### src/rtl/shazam_frame_scheduler_if.sv
// Signal bundle between shazam_frame_scheduler and the surrounding shazam datapath.
// master = scheduler side, slave = start/ADC/core/PISO/FIFO side.
// timeout_flag exists only when SHAZAM_FRAME_TIMEOUT_EN is defined.
interface shazam_frame_scheduler_if #(
  parameter int unsigned FIFO_AW = 16
);
  localparam int unsigned FREE_W = FIFO_AW + 1;

  logic              start;
  logic              adc_data_valid;
  logic              sample_valid_out;
  logic              core_run;
  logic              peaks_ready;
  logic [FREE_W-1:0] fifo_free;
  logic              piso_load;
  logic              piso_active;
  logic [15:0]       frame_count;
  logic              frame_done;
  logic              frame_abort;
  logic [2:0]        state_dbg;
`ifdef SHAZAM_FRAME_TIMEOUT_EN
  logic              timeout_flag;
`endif

  modport master (
    input  start,
    input  adc_data_valid,
    input  peaks_ready,
    input  fifo_free,
    input  piso_active,
    output sample_valid_out,
    output core_run,
    output piso_load,
    output frame_count,
    output frame_done,
    output frame_abort,
    output state_dbg
`ifdef SHAZAM_FRAME_TIMEOUT_EN
    ,
    output timeout_flag
`endif
  );

  modport slave (
    output start,
    output adc_data_valid,
    output peaks_ready,
    output fifo_free,
    output piso_active,
    input  sample_valid_out,
    input  core_run,
    input  piso_load,
    input  frame_count,
    input  frame_done,
    input  frame_abort,
    input  state_dbg
`ifdef SHAZAM_FRAME_TIMEOUT_EN
    ,
    input  timeout_flag
`endif
  );
endinterface

### src/rtl/shazam_frame_scheduler.sv
// Frame scheduler for the shazam datapath (50 MHz write-clock domain).
// Gates FRAME_LEN ADC samples into the core, waits for peaks, loads the PISO
// once the FIFO can take a full set of maxima, then waits for the PISO to drain.
// Optional WAIT_PEAKS watchdog: define SHAZAM_FRAME_TIMEOUT_EN.
module shazam_frame_scheduler #(
  parameter int unsigned FRAME_LEN      = 512,
  parameter int unsigned MAXIMAS_COUNT  = 11,
  parameter int unsigned FIFO_AW        = 16
`ifdef SHAZAM_FRAME_TIMEOUT_EN
  ,
  parameter int unsigned TIMEOUT_CYCLES = 1000000
`endif
) (
  input logic                      clk,
  input logic                      rst_n,
  shazam_frame_scheduler_if.master bus
);

  localparam int unsigned FREE_W = FIFO_AW + 1;
  localparam int unsigned CNT_W  = $clog2(FRAME_LEN);
  localparam logic [FREE_W-1:0] ROOM_NEED   = FREE_W'(MAXIMAS_COUNT);
  localparam logic [CNT_W-1:0]  LAST_SAMPLE = CNT_W'(FRAME_LEN - 1);
`ifdef SHAZAM_FRAME_TIMEOUT_EN
  localparam int unsigned TO_W = 20;
  localparam logic [TO_W-1:0] TIMEOUT_LAST = TO_W'(TIMEOUT_CYCLES - 1);
`endif

  typedef enum logic [2:0] {
    IDLE       = 3'd0,
    CAPTURE    = 3'd1,
    WAIT_PEAKS = 3'd2,
    WAIT_ROOM  = 3'd3,
    LOAD       = 3'd4,
    DRAIN      = 3'd5
  } state_t;

  state_t           state;
  logic [CNT_W-1:0] sample_cnt;
  logic             drain_armed;
  logic [15:0]      frame_count_q;
  logic             core_run_q;
  logic             piso_load_q;
  logic             frame_done_q;
  logic             frame_abort_q;
  logic             room_ok_c;
  logic             last_sample_c;
`ifdef SHAZAM_FRAME_TIMEOUT_EN
  logic [TO_W-1:0]  wait_cnt;
  logic             timeout_q;
`endif

  // Full-width unsigned room test and final-sample detect.
  assign room_ok_c     = (bus.fifo_free >= ROOM_NEED);
  assign last_sample_c = bus.adc_data_valid && (sample_cnt == LAST_SAMPLE);

  // Frame sequencer: state, sample counter, frame counter and registered strobes.
  always_ff @(posedge clk) begin
    if (!rst_n) begin
      state         <= IDLE;
      sample_cnt    <= '0;
      drain_armed   <= 1'b0;
      frame_count_q <= '0;
      core_run_q    <= 1'b0;
      piso_load_q   <= 1'b0;
      frame_done_q  <= 1'b0;
      frame_abort_q <= 1'b0;
`ifdef SHAZAM_FRAME_TIMEOUT_EN
      wait_cnt      <= '0;
      timeout_q     <= 1'b0;
`endif
    end else begin
      piso_load_q   <= 1'b0;
      frame_done_q  <= 1'b0;
      frame_abort_q <= 1'b0;
      unique case (state)
        IDLE: begin
          if (bus.start) begin
            state      <= CAPTURE;
            sample_cnt <= '0;
            core_run_q <= 1'b1;
`ifdef SHAZAM_FRAME_TIMEOUT_EN
            timeout_q  <= 1'b0;
`endif
          end
        end
        CAPTURE: begin
          if (!bus.start) begin
            state         <= IDLE;
            core_run_q    <= 1'b0;
            frame_abort_q <= 1'b1;
          end else if (bus.adc_data_valid) begin
            if (last_sample_c) begin
              state      <= WAIT_PEAKS;
              sample_cnt <= '0;
`ifdef SHAZAM_FRAME_TIMEOUT_EN
              wait_cnt   <= '0;
`endif
            end else begin
              sample_cnt <= sample_cnt + CNT_W'(1);
            end
          end
        end
        WAIT_PEAKS: begin
          if (!bus.start) begin
            state         <= IDLE;
            core_run_q    <= 1'b0;
            frame_abort_q <= 1'b1;
          end else if (bus.peaks_ready) begin
            if (room_ok_c) begin
              state       <= LOAD;
              piso_load_q <= 1'b1;
            end else begin
              state <= WAIT_ROOM;
            end
          end
`ifdef SHAZAM_FRAME_TIMEOUT_EN
          else if (wait_cnt == TIMEOUT_LAST) begin
            state         <= IDLE;
            core_run_q    <= 1'b0;
            frame_abort_q <= 1'b1;
            timeout_q     <= 1'b1;
          end else begin
            wait_cnt <= wait_cnt + TO_W'(1);
          end
`endif
        end
        WAIT_ROOM: begin
          if (!bus.start) begin
            state         <= IDLE;
            core_run_q    <= 1'b0;
            frame_abort_q <= 1'b1;
          end else if (room_ok_c) begin
            state       <= LOAD;
            piso_load_q <= 1'b1;
          end
        end
        LOAD: begin
          state       <= DRAIN;
          drain_armed <= 1'b0;
        end
        DRAIN: begin
          // First DRAIN cycle gives the PISO time to raise output_active.
          if (!drain_armed) begin
            drain_armed <= 1'b1;
          end else if (!bus.piso_active) begin
            frame_done_q  <= 1'b1;
            frame_count_q <= frame_count_q + 16'd1;
            if (bus.start) begin
              state      <= CAPTURE;
              sample_cnt <= '0;
            end else begin
              state      <= IDLE;
              core_run_q <= 1'b0;
            end
          end
        end
        default: begin
          state      <= IDLE;
          core_run_q <= 1'b0;
        end
      endcase
    end
  end

  // Output mapping; sample gate is the only combinational path.
  assign bus.sample_valid_out = bus.adc_data_valid && (state == CAPTURE);
  assign bus.core_run         = core_run_q;
  assign bus.piso_load        = piso_load_q;
  assign bus.frame_count      = frame_count_q;
  assign bus.frame_done       = frame_done_q;
  assign bus.frame_abort      = frame_abort_q;
  assign bus.state_dbg        = state;
`ifdef SHAZAM_FRAME_TIMEOUT_EN
  assign bus.timeout_flag     = timeout_q;
`endif

endmodule

### src/flat_wrapper.sv
// flat-port wrapper written by rule: the top's interface ports become plain ports
module shazam_frame_scheduler_flat 
#(
  parameter int unsigned FRAME_LEN      = 512,
  parameter int unsigned MAXIMAS_COUNT  = 11,
  parameter int unsigned FIFO_AW        = 16

)
  (clk, rst_n, bus_start, bus_adc_data_valid, bus_peaks_ready, bus_fifo_free, bus_piso_active, bus_sample_valid_out, bus_core_run, bus_piso_load, bus_frame_count, bus_frame_done, bus_frame_abort, bus_state_dbg);
  shazam_frame_scheduler_if #(.FIFO_AW(FIFO_AW)) bus_i ();
  input logic clk;
  input logic rst_n;
  input wire logic [$bits(bus_i.start)-1:0] bus_start;
  input wire logic [$bits(bus_i.adc_data_valid)-1:0] bus_adc_data_valid;
  input wire logic [$bits(bus_i.peaks_ready)-1:0] bus_peaks_ready;
  input wire logic [$bits(bus_i.fifo_free)-1:0] bus_fifo_free;
  input wire logic [$bits(bus_i.piso_active)-1:0] bus_piso_active;
  output wire logic [$bits(bus_i.sample_valid_out)-1:0] bus_sample_valid_out;
  output wire logic [$bits(bus_i.core_run)-1:0] bus_core_run;
  output wire logic [$bits(bus_i.piso_load)-1:0] bus_piso_load;
  output wire logic [$bits(bus_i.frame_count)-1:0] bus_frame_count;
  output wire logic [$bits(bus_i.frame_done)-1:0] bus_frame_done;
  output wire logic [$bits(bus_i.frame_abort)-1:0] bus_frame_abort;
  output wire logic [$bits(bus_i.state_dbg)-1:0] bus_state_dbg;
  assign bus_i.start = bus_start;
  assign bus_i.adc_data_valid = bus_adc_data_valid;
  assign bus_i.peaks_ready = bus_peaks_ready;
  assign bus_i.fifo_free = bus_fifo_free;
  assign bus_i.piso_active = bus_piso_active;
  assign bus_sample_valid_out = bus_i.sample_valid_out;
  assign bus_core_run = bus_i.core_run;
  assign bus_piso_load = bus_i.piso_load;
  assign bus_frame_count = bus_i.frame_count;
  assign bus_frame_done = bus_i.frame_done;
  assign bus_frame_abort = bus_i.frame_abort;
  assign bus_state_dbg = bus_i.state_dbg;
  shazam_frame_scheduler #(.FRAME_LEN(FRAME_LEN), .MAXIMAS_COUNT(MAXIMAS_COUNT), .FIFO_AW(FIFO_AW)) u_core (.clk(clk), .rst_n(rst_n), .bus(bus_i));
endmodule
### config.mk
export PLATFORM = sky130hd
export DESIGN_NAME = shazam_frame_scheduler_flat
export DESIGN_NICKNAME = d
export VERILOG_FILES = /design/src/rtl/shazam_frame_scheduler_if.sv /design/src/rtl/shazam_frame_scheduler.sv /design/src/flat_wrapper.sv
export SDC_FILE = /design/constraint.sdc
export NUM_CORES = 1
export LEC_CHECK = 0
export ABC_AREA = 1
export CAP_MARGIN = 10
export CELL_PAD_IN_SITES_DETAIL_PLACEMENT = 1
export CELL_PAD_IN_SITES_GLOBAL_PLACEMENT = 2
export CORE_MARGIN = 5
export CORE_UTILIZATION = 25
export DETAILED_ROUTE_END_ITERATION = 6
export PLACE_DENSITY_LB_ADDON = 0.15
export SYNTH_ARGS = -nofsm -noshare
export SYNTH_HDL_FRONTEND = slang
export SYNTH_SLANG_ARGS = --single-unit
### constraint.sdc
create_clock -name clk -period 2.3 [get_ports clk]
set_input_delay 0.345 -clock clk [delete_from_list [all_inputs] [get_ports clk]]
set_output_delay 0.345 -clock clk [all_outputs]
set_load 0.01 [all_outputs]
# After elaboration in Yosys (flattened, before gate mapping)
# Cells that the tools add are included.
# word_totals
ff_bits	33
input_bits	23
wordCells	73
# classes
addsub	2
order_cmp	1
n_eq_ne	15
muxes	33
n_bitwise	2
reduce_logical	12
# op_table
op	count
2-to-1 mux 9 bit	6
2-to-1 mux 3 bit	11
one-hot mux 9 bit (3 select lines)	1
one-hot mux 3 bit (6 select lines)	1
>= comparator 17 x 4 -> 1 bit (second input constant)	1
adder 16 x 1 -> 16 bit (second input constant)	1
2-to-1 mux 1 bit	11
adder 9 x 1 -> 9 bit (second input constant)	1
equality test 9 bit (second input constant)	1
!= test 2 bit (second input constant)	4
AND reduction 7 bit	1
equality test 3 x 2 -> 1 bit (second input constant)	2
equality test 3 bit (second input constant)	2
!= test 3 x 2 -> 1 bit (second input constant)	2
!= test 3 bit (second input constant)	2
AND reduction 3 bit	2
AND reduction 5 bit	1
one-hot mux 1 bit (2 select lines)	2
one-hot mux 1 bit (4 select lines)	1
AND reduction 4 bit	1
equality test 3 x 1 -> 1 bit (second input constant)	1
logical NOT 3 bit	1
nonzero test 3 bit	1
OR reduction 3 bit	1
other kinds (5)	7

# Longest topological paths before layout
# depth
depth_word	6
mapped_depth	13
mapped_depth_nobuf	13

# Worst setup path before layout
# Ideal clock, no wire load.
# synth_path
path_type	flip-flop to flip-flop
start	reg u_core.sample_cnt[0]
end	reg u_core.state[0] (netlist: u_core.bus.state_dbg[0])
t_arrival_ns	1.586
path_slack_ns	0.644
stages_incl_launch_ff	13
n_path_buf	0
synth_period_minus_slack_ns	1.656
cell_sequence	dfxtp_1 > ha_1 > nand3_1 > nor2_1 > nand2_1 > nor3_1 > ha_1 > nand2_1 > nand3_1 > nand3_1 > nor2_1 > nand2_1 > a21oi_1
# synth_between
elab_chain_cells	4
# synth_rtl
element	line	source
from (decl)	shazam_frame_scheduler.sv:38	logic [CNT_W-1:0] sample_cnt;
from (signal assigned)	shazam_frame_scheduler.sv:99	sample_cnt <= sample_cnt + CNT_W'(1);
equality test 9 bit	shazam_frame_scheduler.sv:54	assign last_sample_c = bus.adc_data_valid && (sample_cnt == LAST_SAMPLE);
logical AND 1 bit	shazam_frame_scheduler.sv:54	
!= test 3 x 2 -> 1 bit (no source line)	-	
AND reduction 7 bit (no source line)	-	
to (signal assigned)	shazam_frame_scheduler.sv:59	state <= IDLE;
to (signal assigned)	shazam_frame_scheduler.sv:78	state <= CAPTURE;
to (signal assigned)	shazam_frame_scheduler.sv:88	state <= IDLE;
to (decl)	shazam_frame_scheduler.sv:37	state_t state;
# Every way passes these cells.
# A chain may end at the register's enable or synchronous reset.

# Worst setup path after layout
# layout_path
start	reg u_core.state[0] (netlist: u_core.bus.state_dbg[0])
end	out bus_sample_valid_out
# layout_between
elab_chain_cells	2
# layout_rtl
element	line	source
equality test 3 x 1 -> 1 bit	shazam_frame_scheduler.sv:166	assign bus.sample_valid_out = bus.adc_data_valid && (state == CAPTURE);
logical AND 1 bit	shazam_frame_scheduler.sv:166	
to (decl)	flat_wrapper.sv:18	output wire logic [$bits(bus_i.sample_valid_out)-1:0] bus_sample_valid_out;
# Every way passes these cells.

==> metrics.md <==
| Metric | Value |
|---|---|
| Status | `complete, no violations` |
| Final worst setup slack | `0.219 ns` |
| Actual slew at the worst max-slew pin | `between 0.5 and 0.6 ns` |
| Power Density | `between 500 and 600 nW/um^2` |
| Period utilisation layout | `about nine tenths` |
| Gpl congestion | `0.754` |
| Commonest non-fill, non-tap cells in the layout | `nand2_1, nor2_1, clkdlybuf4s50_1` |
| Row count | `31` |
| Die W | `96.7 um` |
| Area grow syn2layout | `34.6%` |
| Clock Path Buffers | `2` |
| Maximum VDD drop | `between 0.2 and 0.3 mV` |
| Post-Syn Area | `~1900 um^2` |
| WP data required | `~2.0 ns` |
| Cts repair resizes | `0` |
| CTS sink cnt | `33` |
| Buffers inserted by post-CTS timing repair | `0` |
| Hold Crit Endpoint | `u_core.drain_armed` |
| Die ar. | `approximately 9300 um^2` |
| Total gr overflow | `0` |
| Num CTS Buffers | `5` |
| Nets | `~370` |
| Via density | `4.42` |
| Combinational Power Share | `around a fifth` |
| Seq pwr share | `between 40% and 50%` |
| Non-Filler Instances | `between 400 and 500` |
| Leak pwr | `0.943 nW` |
| Synthesized net count | `322` |
| First-pass GRT wire length | `around 9600 um` |
| Initial antenna violation count | `0` |
| Placed cells | `around 440` |
| Initial core utilization | `around 26%` |
| Worst setup SP type | `flip-flop` |
| Pin count of the biggest net entering global routing | `16` |
| WHS Path Cells | `2` |
| DRC | `0` |
| Final setup viols | `0` |
| Tot Pwr | `1.30 mW` |
| WP data arrival | `between 1.5 and 2 ns` |
| Relative slew slack | `63.6%` |
| Clock slew at reported path FFs | `approximately 0.070 ns` |
| Buffers on Ports | `46` |
| H-tree level count | `2` |
| Die Span Y | `approximately 97 um` |
| Pint | `roughly 0.9 mW` |
| Reg-to-reg critical path startpoint | `u_core.sample_cnt[0]` |
| P_sw | `between 0.3 and 0.4 mW` |
| Reg2reg setup slack | `0.36 ns` |
| Commonest non-fill, non-tap cell in the layout | `nand2_1` |
| Slew Limit Fails | `0` |
| Max Freq | `about 0.48 GHz` |
| HPWL after detailed placement | `between 4000 and 5000 um` |
| Mean post-synth cell area | `about 6.3 um^2` |
| Layout cells sized above 1 | `between 6 and 7%` |
| Warnings, synthesis | `0` |
| Unrepaired setup endpoints after global routing | `false` |
| CTS Hold Bufs | `0` |
| Routed Antenna Nets | `0` |
| Switching share of total power | `approximately 30%` |
| Synth area leaders | `dfxtp_1, nand2_1, nor2_1, inv_1, a21oi_1` |
| Number of global-route vias before repair | `roughly 2100` |
| Worst Hold Launch | `u_core.drain_armed` |
| Boundary Pins | `between 40 and 50` |
| DRT Pass-1 Iters | `4` |
| Final min period | `2.08 ns` |
| Critical Path Fanout Max | `10` |
| Synth area leader | `dfxtp_1` |
| Worst skew pair latency | `between 0.2 and 0.3 ns` |
| FF-to-FF path depth | `12` |
| Worst setup EP type | `primary output` |
| Clk network pwr share | `around 34%` |
| DR WL/cell | `between 10 and 15 um` |
| Total core area | `between 7000 and 8000 um^2` |
| RR Endpoint | `u_core.bus.state_dbg[0]` |
| Routed vias | `a little under 2000` |
| Final WL | `approximately 5500 um` |
| Total GRT Usage | `12.4%` |
| DRT iter0 DRCs | `34` |
| Max-cap viol count | `0` |
| Final hold vios | `0` |
| Number of distinct library cells after synthesis | `31` |
| Clock skew | `between 0.005 and 0.006 ns` |
| DP Worst Slack | `around 0.28 ns` |
| CTS tree | `built` |
| Post-Syn Instances | `296` |
| Sequential area share after synthesis | `between 30% and 40%` |
| Synth top area share | `a little over a third` |
| Setup TNS | `0 ns` |
| Critical path class | `flip-flop to primary output` |
| Yosys reg bits | `33` |
| Clock Root Buffer | `clkbuf_8` |
| # diodes | `0` |
| Worst min-delay path class | `flip-flop to flip-flop` |
## stage by stage
stage	util (%)	hold slack (ns)	instance area (um^2)
floorplan	-	0.440	1880
global placement	33.5	0.449	2450
detailed placement	33.5	0.464	2450
CTS	34.7	0.480	2530
global route	34.7	0.516	2530
finish	34.7	0.479	2530
## kinds of logic after synthesis
group / synth area share [%]
AO/OA/AOI/OAI: 10.9
XOR/XNOR: 0.933
adder cells (fa/ha/maj): 2.00
buffers and inverters: 9.86
flip-flops: 35.2
AND/OR/NAND/NOR: 41.2
## synth_stat cells
library cell / n
nand2_1: 75
nor2_1: 50
inv_1: 38
dfxtp_1: 33
a21oi_1: 18
nand3_1: 16
nor3_1: 14
o21ai_0: 13
nand4_1: 6
ha_1: 3
o21bai_1: 3
clkbuf_1: 2
inv_2: 2
nand2_2: 2
nor2_2: 2
nor3_2: 2
o21ai_1: 2
xor2_1: 2
a211oi_1: 1
and2_2: 1
buf_2: 1
buf_4: 1
buf_6: 1
clkinv_1: 1
nand3_2: 1
nand3_4: 1
nor2_4: 1
nor3b_2: 1
o21ai_2: 1
or2_1: 1
or2_2: 1
## state kept, by name, summed over array words and instances, names as in the netlist
name,count
u_core.drain_armed,1
u_core.bus.piso_load,1
u_core.bus.frame_abort,1
u_core.sample_cnt,9
u_core.bus.frame_done,1
u_core.bus.core_run,1
u_core.bus.state_dbg,3
u_core.bus.frame_count,16
## final cells by class
cell class | count | area [um^2]
flip-flops and latches | 33 | 661
clock buffers | 6 | 72.6
well taps | 99 | 124
inverters | 41 | 154
repair buffers | 48 | 475
multi-input cells | 217 | 1030
clock inverters | 2 | 10.0
fillers | 961 | 4760
## worst max-delay path: stages, from the launching register on
cell and delay (ns):
dfxtp_1 0.59, nand3_1 0.20, nor2_1 0.12, clkdlybuf4s50_1 0.54
## how the worst max path moves through the flow
stage / end / from
floorplan: u_core.bus.state_dbg[0] / u_core.sample_cnt[0]
detailed placement: u_core.bus.frame_count[7] / bus_piso_active
global route: bus_sample_valid_out / u_core.bus.state_dbg[0]
CTS: bus_sample_valid_out / u_core.bus.state_dbg[0]
global placement: u_core.bus.frame_count[4] / bus_piso_active
finish: bus_sample_valid_out / u_core.bus.state_dbg[0]
## power by group through the flow
stage | sequential (mW) | clock, mW | combinational [mW]
after floorplan | 0.621 | 0 | 0.158
after global placement | 0.630 | 0 | 0.246
after detailed placement | 0.631 | 0 | 0.247
after CTS | 0.617 | 0.458 | 0.248
after global routing | 0.621 | 0.488 | 0.276
final | 0.618 | 0.434 | 0.243
## metal layers
layer / part of all wire, % / track usage (%)
met5: 0 / 0
met1: 45 / 13.8
met3: 3.4 / 3.96
met2: 50 / 22.4
met4: 1.2 / 3.56
No activity file was read; power rests on OpenSTA's default activity.
